<file path="src/rtl/tone_pkg.sv">
// Shared types and the note tables for the polyphonic tone generator.
package tone_pkg;

  localparam int unsigned DIV_W = 18;

  typedef enum logic {IDLE, PLAY} ch_state_t;

  // Half-period in clocks at 100 MHz for octave 0 (C4..B4).
  function automatic logic [DIV_W-1:0] base_half(input logic [3:0] semi);
    logic [DIV_W-1:0] h;
    case (semi)
      4'd0:    h = 18'd191110;
      4'd1:    h = 18'd180388;
      4'd2:    h = 18'd170265;
      4'd3:    h = 18'd160705;
      4'd4:    h = 18'd151685;
      4'd5:    h = 18'd143172;
      4'd6:    h = 18'd135139;
      4'd7:    h = 18'd127551;
      4'd8:    h = 18'd120395;
      4'd9:    h = 18'd113636;
      4'd10:   h = 18'd107259;
      4'd11:   h = 18'd101238;
      default: h = '0;
    endcase
    return h;
  endfunction

  function automatic logic is_rest(input logic [3:0] semi);
    return semi >= 4'd12;
  endfunction

endpackage

</file>
<file path="src/rtl/tone_channel.sv">
// One tone channel: square-wave divider plus a ms duration timer.
module tone_channel
  import tone_pkg::*;
#(
  parameter int unsigned DUR_W = 10
) (
  input  logic             clk,
  input  logic             rst,
  input  logic             load,
  input  logic             rest,
  input  logic [DIV_W-1:0] half,
  input  logic [DUR_W-1:0] dur,
  input  logic             tick,
  output logic             active,
  output logic             square,
  output logic             done
);

  ch_state_t        state;
  logic [DIV_W-1:0] count;
  logic [DIV_W-1:0] half_q;
  logic [DUR_W-1:0] ms;

  always_ff @(posedge clk or posedge rst) begin
    if (rst) begin
      state  <= IDLE;
      count  <= '0;
      half_q <= '0;
      ms     <= '0;
      square <= 1'b0;
      done   <= 1'b0;
    end else begin
      done <= 1'b0;
      if (load) begin
        // A load masks any tick this cycle, so a new duration starts undecremented.
        count  <= '0;
        square <= 1'b0;
        if (rest) begin
          state <= IDLE;
        end else begin
          state  <= PLAY;
          half_q <= half;
          ms     <= dur;
        end
      end else if (state == PLAY) begin
        if (count == half_q - 1'b1) begin
          count  <= '0;
          square <= ~square;
        end else begin
          count <= count + 1'b1;
        end
        if (tick && ms != '0) begin
          ms <= ms - 1'b1;
          if (ms == DUR_W'(1)) begin
            state  <= IDLE;
            square <= 1'b0;
            count  <= '0;
            done   <= 1'b1;
          end
        end
      end
    end
  end

  assign active = (state == PLAY);

endmodule

</file>
<file path="src/rtl/poly_tone_gen.sv">
// Polyphonic square-wave generator: command decode, ms prescaler,
// per-channel tone units and a first-order sigma-delta mixer.
module poly_tone_gen
  import tone_pkg::*;
#(
  parameter  int unsigned CLK_HZ   = 100_000_000,
  parameter  int unsigned NUM_CH   = 4,
  parameter  int unsigned DUR_W    = 10,
  parameter  int unsigned TICK_CYC = CLK_HZ / 1000,
  localparam int unsigned CH_W     = (NUM_CH > 1) ? $clog2(NUM_CH) : 1
) (
  input  logic              clk,
  input  logic              reset,
  input  logic              note_valid,
  output logic              note_ready,
  input  logic [CH_W-1:0]   note_ch,
  input  logic [5:0]        note_idx,
  input  logic [DUR_W-1:0]  note_dur,
  output logic [NUM_CH-1:0] ch_active,
  output logic [NUM_CH-1:0] ch_done,
  output logic              speaker
);

  localparam int unsigned PRE_W = (TICK_CYC > 1) ? $clog2(TICK_CYC) : 1;
  localparam int unsigned ACC_W = $clog2(2 * NUM_CH);

  logic [PRE_W-1:0]  pre;
  logic              tick;
  logic              accept;
  logic              ch_ok;
  logic              rest;
  logic [DIV_W-1:0]  half_eff;
  logic [NUM_CH-1:0] square;
  logic [ACC_W-1:0]  acc;
  logic [ACC_W-1:0]  sum;
  logic [ACC_W-1:0]  s;

  always_ff @(posedge clk or posedge reset) begin
    if (reset) note_ready <= 1'b0;
    else       note_ready <= 1'b1;
  end

  always_ff @(posedge clk or posedge reset) begin
    if (reset)                            pre <= '0;
    else if (pre == PRE_W'(TICK_CYC - 1)) pre <= '0;
    else                                  pre <= pre + 1'b1;
  end

  assign tick     = (pre == PRE_W'(TICK_CYC - 1));
  assign accept   = note_valid & note_ready;
  assign ch_ok    = (32'(note_ch) < NUM_CH);
  assign rest     = is_rest(note_idx[3:0]);
  assign half_eff = base_half(note_idx[3:0]) >> note_idx[5:4];

  for (genvar i = 0; i < NUM_CH; i++) begin : g_ch
    tone_channel #(.DUR_W(DUR_W)) u_ch (
      .clk    (clk),
      .rst    (reset),
      .load   (accept && ch_ok && (note_ch == CH_W'(i))),
      .rest   (rest),
      .half   (half_eff),
      .dur    (note_dur),
      .tick   (tick),
      .active (ch_active[i]),
      .square (square[i]),
      .done   (ch_done[i])
    );
  end

  always_comb begin
    s = '0;
    for (int unsigned i = 0; i < NUM_CH; i++) begin
      s = s + ACC_W'(ch_active[i] & square[i]);
    end
    sum = acc + s;
  end

  always_ff @(posedge clk or posedge reset) begin
    if (reset) begin
      acc     <= '0;
      speaker <= 1'b0;
    end else if (sum >= ACC_W'(NUM_CH)) begin
      acc     <= sum - ACC_W'(NUM_CH);
      speaker <= 1'b1;
    end else begin
      acc     <= sum;
      speaker <= 1'b0;
    end
  end

endmodule

</file>
<file path="config.mk">
export PLATFORM = sky130hd
export DESIGN_NAME = poly_tone_gen
export DESIGN_NICKNAME = d
export VERILOG_FILES = /design/src/rtl/tone_pkg.sv /design/src/rtl/tone_channel.sv /design/src/rtl/poly_tone_gen.sv
export SDC_FILE = /design/constraint.sdc
export NUM_CORES = 1
export LEC_CHECK = 0
export CAP_MARGIN = 10
export CELL_PAD_IN_SITES_DETAIL_PLACEMENT = 0
export CELL_PAD_IN_SITES_GLOBAL_PLACEMENT = 1
export CORE_ASPECT_RATIO = 1.4
export CORE_UTILIZATION = 36
export CTS_CLUSTER_DIAMETER = 50
export DETAILED_ROUTE_END_ITERATION = 10
export GPL_TIMING_DRIVEN = 1
export PLACE_DENSITY_LB_ADDON = 0.1
export SETUP_SLACK_MARGIN = 0.2
export SLEW_MARGIN = 30
export SYNTH_ARGS = -nofsm -noshare
export SYNTH_HDL_FRONTEND = slang
export SYNTH_SLANG_ARGS = --single-unit
</file>
<file path="constraint.sdc">
create_clock -name clk -period 7.2 [get_ports clk]
set_input_delay 0.72 -clock clk [delete_from_list [all_inputs] [get_ports clk]]
set_output_delay 0.72 -clock clk [all_outputs]
set_load 0.1 [all_outputs]
</file>
==> results list, run 1 <==
- After routing, the total negative slack on setup checks comes to 0 ns.
* Slew at the pin closest to its max-slew limit: 1.02 ns
* Max-capacitance violation count: 0
* DRC Markers: 0
- Latest clock arrival within the worst-skew pair: 0.57 ns
- In this run the worst setup path begins at g_ch[2].u_ch.half_q[0]$_DFFE_PP0P_.
* Arrival time of data at the critical path endpoint: 4.15 ns
- Of all cell types, the one taking the most synthesized area is dfrtp_1.
* Main combinational cell family by area after synthesis: simple AND/OR/NAND/NOR gates
- Entering global routing, the biggest net connects 119 pins.
- The initial antenna violation count was 1.
* Die span in x: 168 µm
- Placed Cells: 2097
- For this design the total switching power over the nets is 1.73 mW.
- Share of the core filled with cells in the final layout: 0.415
- During synthesis, Yosys emitted a total of 0 warnings.
* Share of flip-flops with an asynchronous set or reset after synthesis: 1.00
- The run finished with clean final reports.
- Setup Viol. Count Final: 0
- Total of buffers placed on input and output ports: 30
- Buffers inserted during post-CTS setup optimization: 0
* Area share of fa/ha/maj cells after synthesis: 0.0248
- TritonCTS built the clock tree.
* Distinct cells, synth: 78
- Of all nets on the critical path, the largest fanout is 19.
* Final Hold Vio Count: 0
* Relative contribution of the clock network to total power: 0.336
* Top cell type's share of synthesized area: 0.392
- After synthesis the netlist holds a flip-flop and latch count of 218.
* Routed vias: 12056
* Die area: 39400 µm²
- Of the total power, the share spent switching nets is 0.365.
- Across all hold checks on the routed design, the worst slack comes to 0.445 ns.
- # fillers: 3895
* Post-Route Skew: 0.0171 ns
- Fraction of the mapped netlist area in compound gates: 0.169
- In this run the most critical hold path is launched from acc[2]$_DFF_PP0_.
- Number of nets in the finished design: 1702
- Initial drt markers: 691
- Count of inserted antenna diode cells: 0
- Of the synthesized area, sequential elements account for 0.392.
- Total of cells resized after clock tree synthesis: 0
- CTS H-tree lvls: 1
* Wire length of the first global-routing pass: 64.2 mm
- Hold/Removal Path Class: reg -> reg
* Starting Density: 0.368
- The congestion estimate from routability-driven global placement came to 0.821.
* Post-synthesis mux area share: 0.0479
* Top area cells in the synthesized netlist: dfrtp_1 (39%), o21ai_0 (5.4%), nand2_1 (5.3%)
- The core region is 37800 µm².
* Required time reported for the critical path endpoint: 7.69 ns
- WS Path Type: reg -> reg
* Commonest non-fill, non-tap cell in the layout: dfrtp_1
- Area share of xor/xnor cells in the synthesized design: 0.0672
- Post-route insts no fill: 2152
- The initialized floorplan defines 84 standard-cell rows.
- The via count of the first global-routing pass came to 11723.
- After routing the design area is 15700 µm².
- Total power divided by cell area: 302 nW/µm²
- Of the total power, registers draw 0.380.
- Startpoint of the worst-slack reg-to-reg timing path: g_ch[2].u_ch.half_q[0]$_DFFE_PP0P_
* EDFF count, synth: 0
* Post-Synthesis Cells: 1656
* Fraction of the cycle the final worst path needs: 0.508
- Cell internal pwr: 3.01 mW
- Ys flop type: dfrtp_1
* Placed standard-cell area: 14600 µm²
- Number of vias per cell after detailed routing: 5.60
- Normalized max-slew margin: 0.320
* Worst Setup Start Kind: flip-flop
* Overall track demand over capacity in global routing: 0.204
* Chip height: 235 µm
* Setup repair after global routing missed its margin: false
* Syn Area/Cell: 8.40 µm²
* Number of buffers added by the clock tree synthesis step: 30
- Of the total power, combinational logic draws 0.284.
* Maximum count of clock buffers along a single path: 3
- Master cell of the clock root buffer: clkbuf_16
* Layout-stage area growth over the synthesis result: 13.0%
- VDD sags by at most 0.198 mV.
* Setup crit end kind: flip-flop
- Total global routing overflow: 0
* Post-detailed-route count of antenna-violating nets: 0
- Fin. max-slew vios: 0
- For this run, the detailed router's first-pass iteration total came to 8.
- Post-detailed-route wirelength per cell: 18.3 µm
- Prior to clock tree synthesis, the placed netlist has a worst setup slack of 2.96 ns.
- The routed design could run at a clock period as short as 3.66 ns.
* Post-synthesis cell area: 13900 µm²
- Synthesis produced a netlist with a net count of 1702.
* Clock transition at the registers of the reported paths: 0.06 ns
- Count of clock tree sinks: 218
* Detail Placement HPWL: 28.4 mm
- Highest clock frequency the design can meet: 273 MHz
- Smallest setup slack after layout: 3.54 ns
* Cts-stage hold buffer count: 0
* Routed wire length: 39.3 mm
* Design Power: 4.74 mW
- Fraction of layout cells with a size suffix above 1: 0.0905
- Share of synthesized cell area in and, or, nand and nor gates: 0.257
- Ports placed on the boundary: 31
- The top cell types in the final layout, fill and taps aside, are dfrtp_1 (218), nand2_1 (196), o21ai_0 (150), nor2_1 (142), a21oi_1 (94).
- Static Leak: 6.53 nW
[routing by layer]
layer / up-vias / track usage / part of all wire
met4: 2 / 0.0457 / 0.015
met1: 5869 / 0.259 / 0.44
met3: 41 / 0.0235 / 0.034
met2: 176 / 0.371 / 0.51
met5: - / 0 / 0.00025
li1: 5968 / - / -
[kinds of logic (layout without fill, tap and decap cells)]
| kind of cell | count (synthesis) | count (layout) |
|---|---|---|
| compound gates | 392 | 392 |
| xor+xnor | 105 | 105 |
| fa+ha+maj | 26 | 26 |
| buf+inv | 138 | 161 |
| flops | 218 | 218 |
| mux | 61 | 61 |
| other cells | 2 | 2 |
| simple gates | 714 | 714 |
[Yosys cell counts, drive strengths merged (5+ instances only)]
cell      n
dfrtp   218
nand2   197
o21ai   158
nor2    142
a21oi    95
nand3    86
clkbuf   67
nor3     64
xnor2    63
inv      54
mux2     41
xor2     41
nor4     32
nand4    27
or3      27
ha       22
and3     21
mux2i    20
o22ai    19
nand2b   17
buf      16
a31oi    14
and2     14
nor2b    13
or2      13
a22o     12
a211oi   11
or4      11
a21o     10
nand3b   10
nor3b    10
o21a     10
and4      9
a22oi     8
nand4b    8
o31ai     7
a41oi     5
o211ai    5
o22a      5
or4b      5
[layout make-up]
type / instances / area, µm² / area share
clock inverter: 23 / 289 / 0.0184
multi-input combinational: 1300 / 7920 / 0.504
tap: 473 / 592 / 0.0377
clock buffer: 32 / 790 / 0.0502
inverter: 55 / 214 / 0.0136
sequential: 218 / 5460 / 0.347
timing repair buffer: 51 / 455 / 0.0290
[flip-flops by register name, summed over array words and instances, names as in the netlist]
name / cells
g_ch.u_ch.square: 4
note_ready: 1
g_ch.u_ch.active: 4
g_ch.u_ch.count: 72
acc: 3
speaker: 1
g_ch.u_ch.done: 4
g_ch.u_ch.half_q: 72
g_ch.u_ch.ms: 40
pre: 17
[final timing paths]
check,cells after the start,end,slack [ns]
worst max-delay path,10,g_ch[2].u_ch.square$_DFFE_PP0P_,3.54
worst min-delay path,1,speaker$_DFF_PP0_,0.45
worst max register to register,10,g_ch[2].u_ch.square$_DFFE_PP0P_,3.54
worst min register to register,1,speaker$_DFF_PP0_,0.45
max in group asynchronous,3,g_ch[1].u_ch.count[12]$_DFFE_PP0P_,5.36
min in group asynchronous,2,g_ch[2].u_ch.count[4]$_DFFE_PP0P_,0.66
[worst max-delay path, cell delays in order, from the launching register on]
cell     delay [ns]
dfrtp_1        0.44
inv_1          0.08
ha_1           0.22
or4b_1         0.63
or4_4          0.61
mux2_4         0.31
a31oi_2        0.14
nor2_1         0.07
or4b_4         0.64
or3_1          0.35
o21ai_1        0.08
[power by group through the flow]
stage,sequential [mW],combinational [mW],clock [mW]
6_report,1.80,1.34,1.59
5_1_grt,1.85,1.53,1.69
4_1_cts,1.80,1.36,1.65
3_5_place_dp,1.82,1.35,0
3_3_place_gp,1.82,1.34,0
2_1_floorplan,1.69,1.08,0
(Power assumes the default switching activity.)
==> run 2, diff against run 1 <==
==> constraint.sdc (replaced) <==
create_clock -name clk -period 3 [get_ports clk]
set_input_delay 0.3 -clock clk [delete_from_list [all_inputs] [get_ports clk]]
set_output_delay 0.3 -clock clk [all_outputs]
set_load 0.1 [all_outputs]
==> results list, run 2 (synthesized netlist as in run 1, its figures left out) <==
- Arrival time of data at the critical path endpoint: 3.65 ns (-0.50 ns)
- The critical path data required time is 3.46 ns (-4.23 ns).
- Registers with the most flip-flops: g_ch.u_ch.count: 72 flops, g_ch.u_ch.half_q: 72 flops, g_ch.u_ch.ms: 40 flops
* Core outline area: 37800 µm² (unchanged)
- Cell occurring most often along the worst timing path: or4b_4
- The setup clock skew after layout was 0.0217 ns (+0.00456 ns).
* Setup Viol. Count Final: 19 (+19)
* First drt pass iteration count: 5 (-3)
- The die span in x is 168 µm (unchanged).
- The final worst-path setup slack came to -0.184 ns (-3.73 ns).
* Commonest non-fill, non-tap cell in the layout: dfrtp_1
- The number of nets in the layout is 1832 (+7.6%).
* WS Path Type: reg -> reg
* FP Rows: 84 (unchanged)
- The critical path goes through inv_2 -> ha_4 -> or4b_4 -> or4_4 -> mux2_4 -> a31oi_4 -> nor2_2 -> or4b_4 -> buf_4 -> a31oi_2 -> o22ai_2.
* Worst-path cell with the longest stage delay: or4b_4
- Most frequent cells in the layout: dfrtp_1 (209), nand2_1 (193), nor2_1 (138), o21ai_0 (133), buf_4 (126)
* Fraction of the cycle the final worst path needs: 1.06 (+0.553)
- The last weighted congestion value of the routability-driven placer came to 0.815 (-0.63%).
- The slew at the pin closest to its max-slew limit was 0.920 ns (-0.0976 ns).
* Highest clock frequency the design can meet: 314 MHz (+15%)
* Net switching share of the total power: 0.368 (+0.00263)
- Total power divided by cell area: 710 nW/µm² (+140%)
- Min Clock Period, post-route: 3.18 ns (-0.473 ns)
* Number of antenna violations at the first check in global routing: 0 (-1)
* CTS H-tree lvls: 1 (unchanged)
- Normalized max-slew margin: 0.380 (+0.0607)
* Dpl ws: -0.212 ns (-3.17 ns)
* Largest net degree at the start of global routing: 71 (-40%)
- Master cell of the clock root buffer: clkbuf_16
- The total congestion overflow after global routing was 0 (unchanged).
- The total number of vias came to 12694 (+5.3%).
- STA classifies the critical path startpoint as a flip-flop.
* Die area: 39400 µm² (unchanged)
- The routed length per placed instance is 18.0 µm (-1.7%).
- The net load switching power is 4.59 mW (+170%).
- The number of max-cap violations is 0 (unchanged).
- The fill cell total of the finished layout was 3719 (-4.5%).
- The maximum buffer depth of the clock tree came to 3 (unchanged).
- Logic gate share of total power: 0.356 (+0.072)
* Final Hold Vio Count: 0 (unchanged)
- Outcome: finished, violations left
- Setup crit end kind: flip-flop
- Via count of the first global-routing pass: 12395 (+5.7%)
* DRC Markers: 0 (unchanged)
- The number of buffers and inverters on the critical path is 2 (+1).
* Worst voltage drop across the vdd grid: 0.707 mV (+260%)
- Total of buffers placed on input and output ports: 30 (unchanged)
* Crit path max fanout: 6 (-13)
* Number of vias per cell after detailed routing: 5.56 (-0.75%)
* Ports placed on the boundary: 31 (unchanged)
- Fin. max-slew vios: 0 (unchanged)
- The starting density of the core was 0.368 (unchanged).
* Layout-stage area growth over the synthesis result: 26.5%
* Cell internal pwr: 7.90 mW (+160%)
- Fraction of layout cells with a size suffix above 1: 0.212 (+0.121)
- Count of inserted antenna diode cells: 0 (unchanged)
- Category of cells accounting for the largest share of critical-path delay: simple AND/OR/NAND/NOR gates
- Static Leak: 7.41 nW (+14%)
- The checks that failed: negative setup slack.
- Setup repair after global routing missed its margin: true
- Portion of total power attributed to sequential cells: 0.337 (-0.043)
- The number of hold buffers added after cts is 0 (unchanged).
* Detail Placement HPWL: 28.8 mm (+1.5%)
* Post-detailed-route count of antenna-violating nets: 0 (unchanged)
* Number of buffers added by the clock tree synthesis step: 31 (+3.3%)
- CP max stage delay: 0.55 ns (-0.09 ns)
- Initial drt markers: 552 (-20%)
- Chip height: 235 µm (unchanged)
- Relative contribution of the clock network to total power: 0.307 (-0.029)
* Hold/Removal Path Class: in -> async
- Count of clock tree sinks: 218 (unchanged)
- Wire length of the first global-routing pass: 65.8 mm (+2.5%)
* Clock transition at the registers of the reported paths: 0.06 ns (about the same)
* Overall track demand over capacity in global routing: 0.207 (+0.00289)
- The worst hold slack after final layout came to 0.0524 ns (-0.393 ns).
* Routed wire length: 41.1 mm (+4.3%)
- Latest clock arrival within the worst-skew pair: 0.58 ns (about the same)
* CTS tree: yes
run 2: worst paths after layout:
| path | startpoint | end | slack [ns] | cells past startpoint |
|---|---|---|---|---|
| worst max register to register | g_ch[2].u_ch.half_q[0]$_DFFE_PP0P_ | g_ch[2].u_ch.count[10]$_DFFE_PP0P_ | -0.18 | 11 |
| worst min-delay path | reset | g_ch[2].u_ch.count[9]$_DFFE_PP0P_ | 0.05 | 2 |
| max in group asynchronous | reset | g_ch[0].u_ch.half_q[4]$_DFFE_PP0P_ | 2.23 | 3 |
| worst max-delay path | g_ch[2].u_ch.half_q[0]$_DFFE_PP0P_ | g_ch[2].u_ch.count[10]$_DFFE_PP0P_ | -0.18 | 11 |
| min in group clk | pre[2]$_DFF_PP0_ | pre[2]$_DFF_PP0_ | 0.48 | 1 |
| worst min register to register | pre[2]$_DFF_PP0_ | pre[2]$_DFF_PP0_ | 0.48 | 1 |
run 2: power groups by stage:
stage | combinational, mW | sequential, mW | clock, mW
floorplan | 2.65 | 4.08 | 0
global placement | 3.72 | 4.22 | 0
finish | 4.45 | 4.21 | 3.83
detailed placement | 3.78 | 4.22 | 0
CTS | 3.90 | 4.18 | 3.95
global route | 4.91 | 4.31 | 4.04
run 2: layer usage:
metal / up-vias / share of wire / GRT usage
met5: - / 0 / 0
met4: 0 / 0.025 / 0.0679
met3: 65 / 0.028 / 0.0210
met2: 177 / 0.50 / 0.367
met1: 6205 / 0.45 / 0.264
li1: 6247 / - / -
run 2: layout make-up:
class                           instances  area, µm²  share of cell area
Clock buffer                           36        815              0.0463
Sequential cell                       218       5470               0.311
Timing Repair Buffer                  177       1640              0.0934
Clock inverter                         21        260              0.0148
Tap cell                              473        592              0.0336
Inverter                               55        210              0.0119
Multi-Input combinational cell       1303       8610               0.489
run 2: metrics by stage:
stage / setup TNS (ns) / std cells / util / power [mW] / cell area (µm²)
floorplan: -32.44 / 1656 / - / 6.73 / 14000
global placement: -1.76 / 2184 / 0.408 / 7.94 / 15400
detailed placement: -2.41 / 2184 / 0.408 / 8.00 / 15400
CTS: -1.42 / 2250 / 0.441 / 12.0 / 16700
global route: -4.52 / 2283 / 0.465 / 13.3 / 17600
finish: -2.10 / 2283 / 0.465 / 12.5 / 17600
run 2: repair_timing:
item                                   CTS  global route
setup buffers                            7            24
cloned                                   2             9
endpoints found under the hold margin    0             0
setup endpoints to repair               50            74
pin swaps                               14            50
resized for setup                       30           126
run 2: worst reg2reg max path: cells and delay by family, from the launching register on:
| family | cells | cell delay (ns) |
|---|---|---|
| and+or+nand+nor | 4 | 1.60 |
| AOI/OAI and AO/OA | 3 | 0.42 |
| DFF | 1 | 0.40 |
| muxes | 1 | 0.33 |
| buffers and inverters | 2 | 0.24 |
| adders and majority gates | 1 | 0.11 |
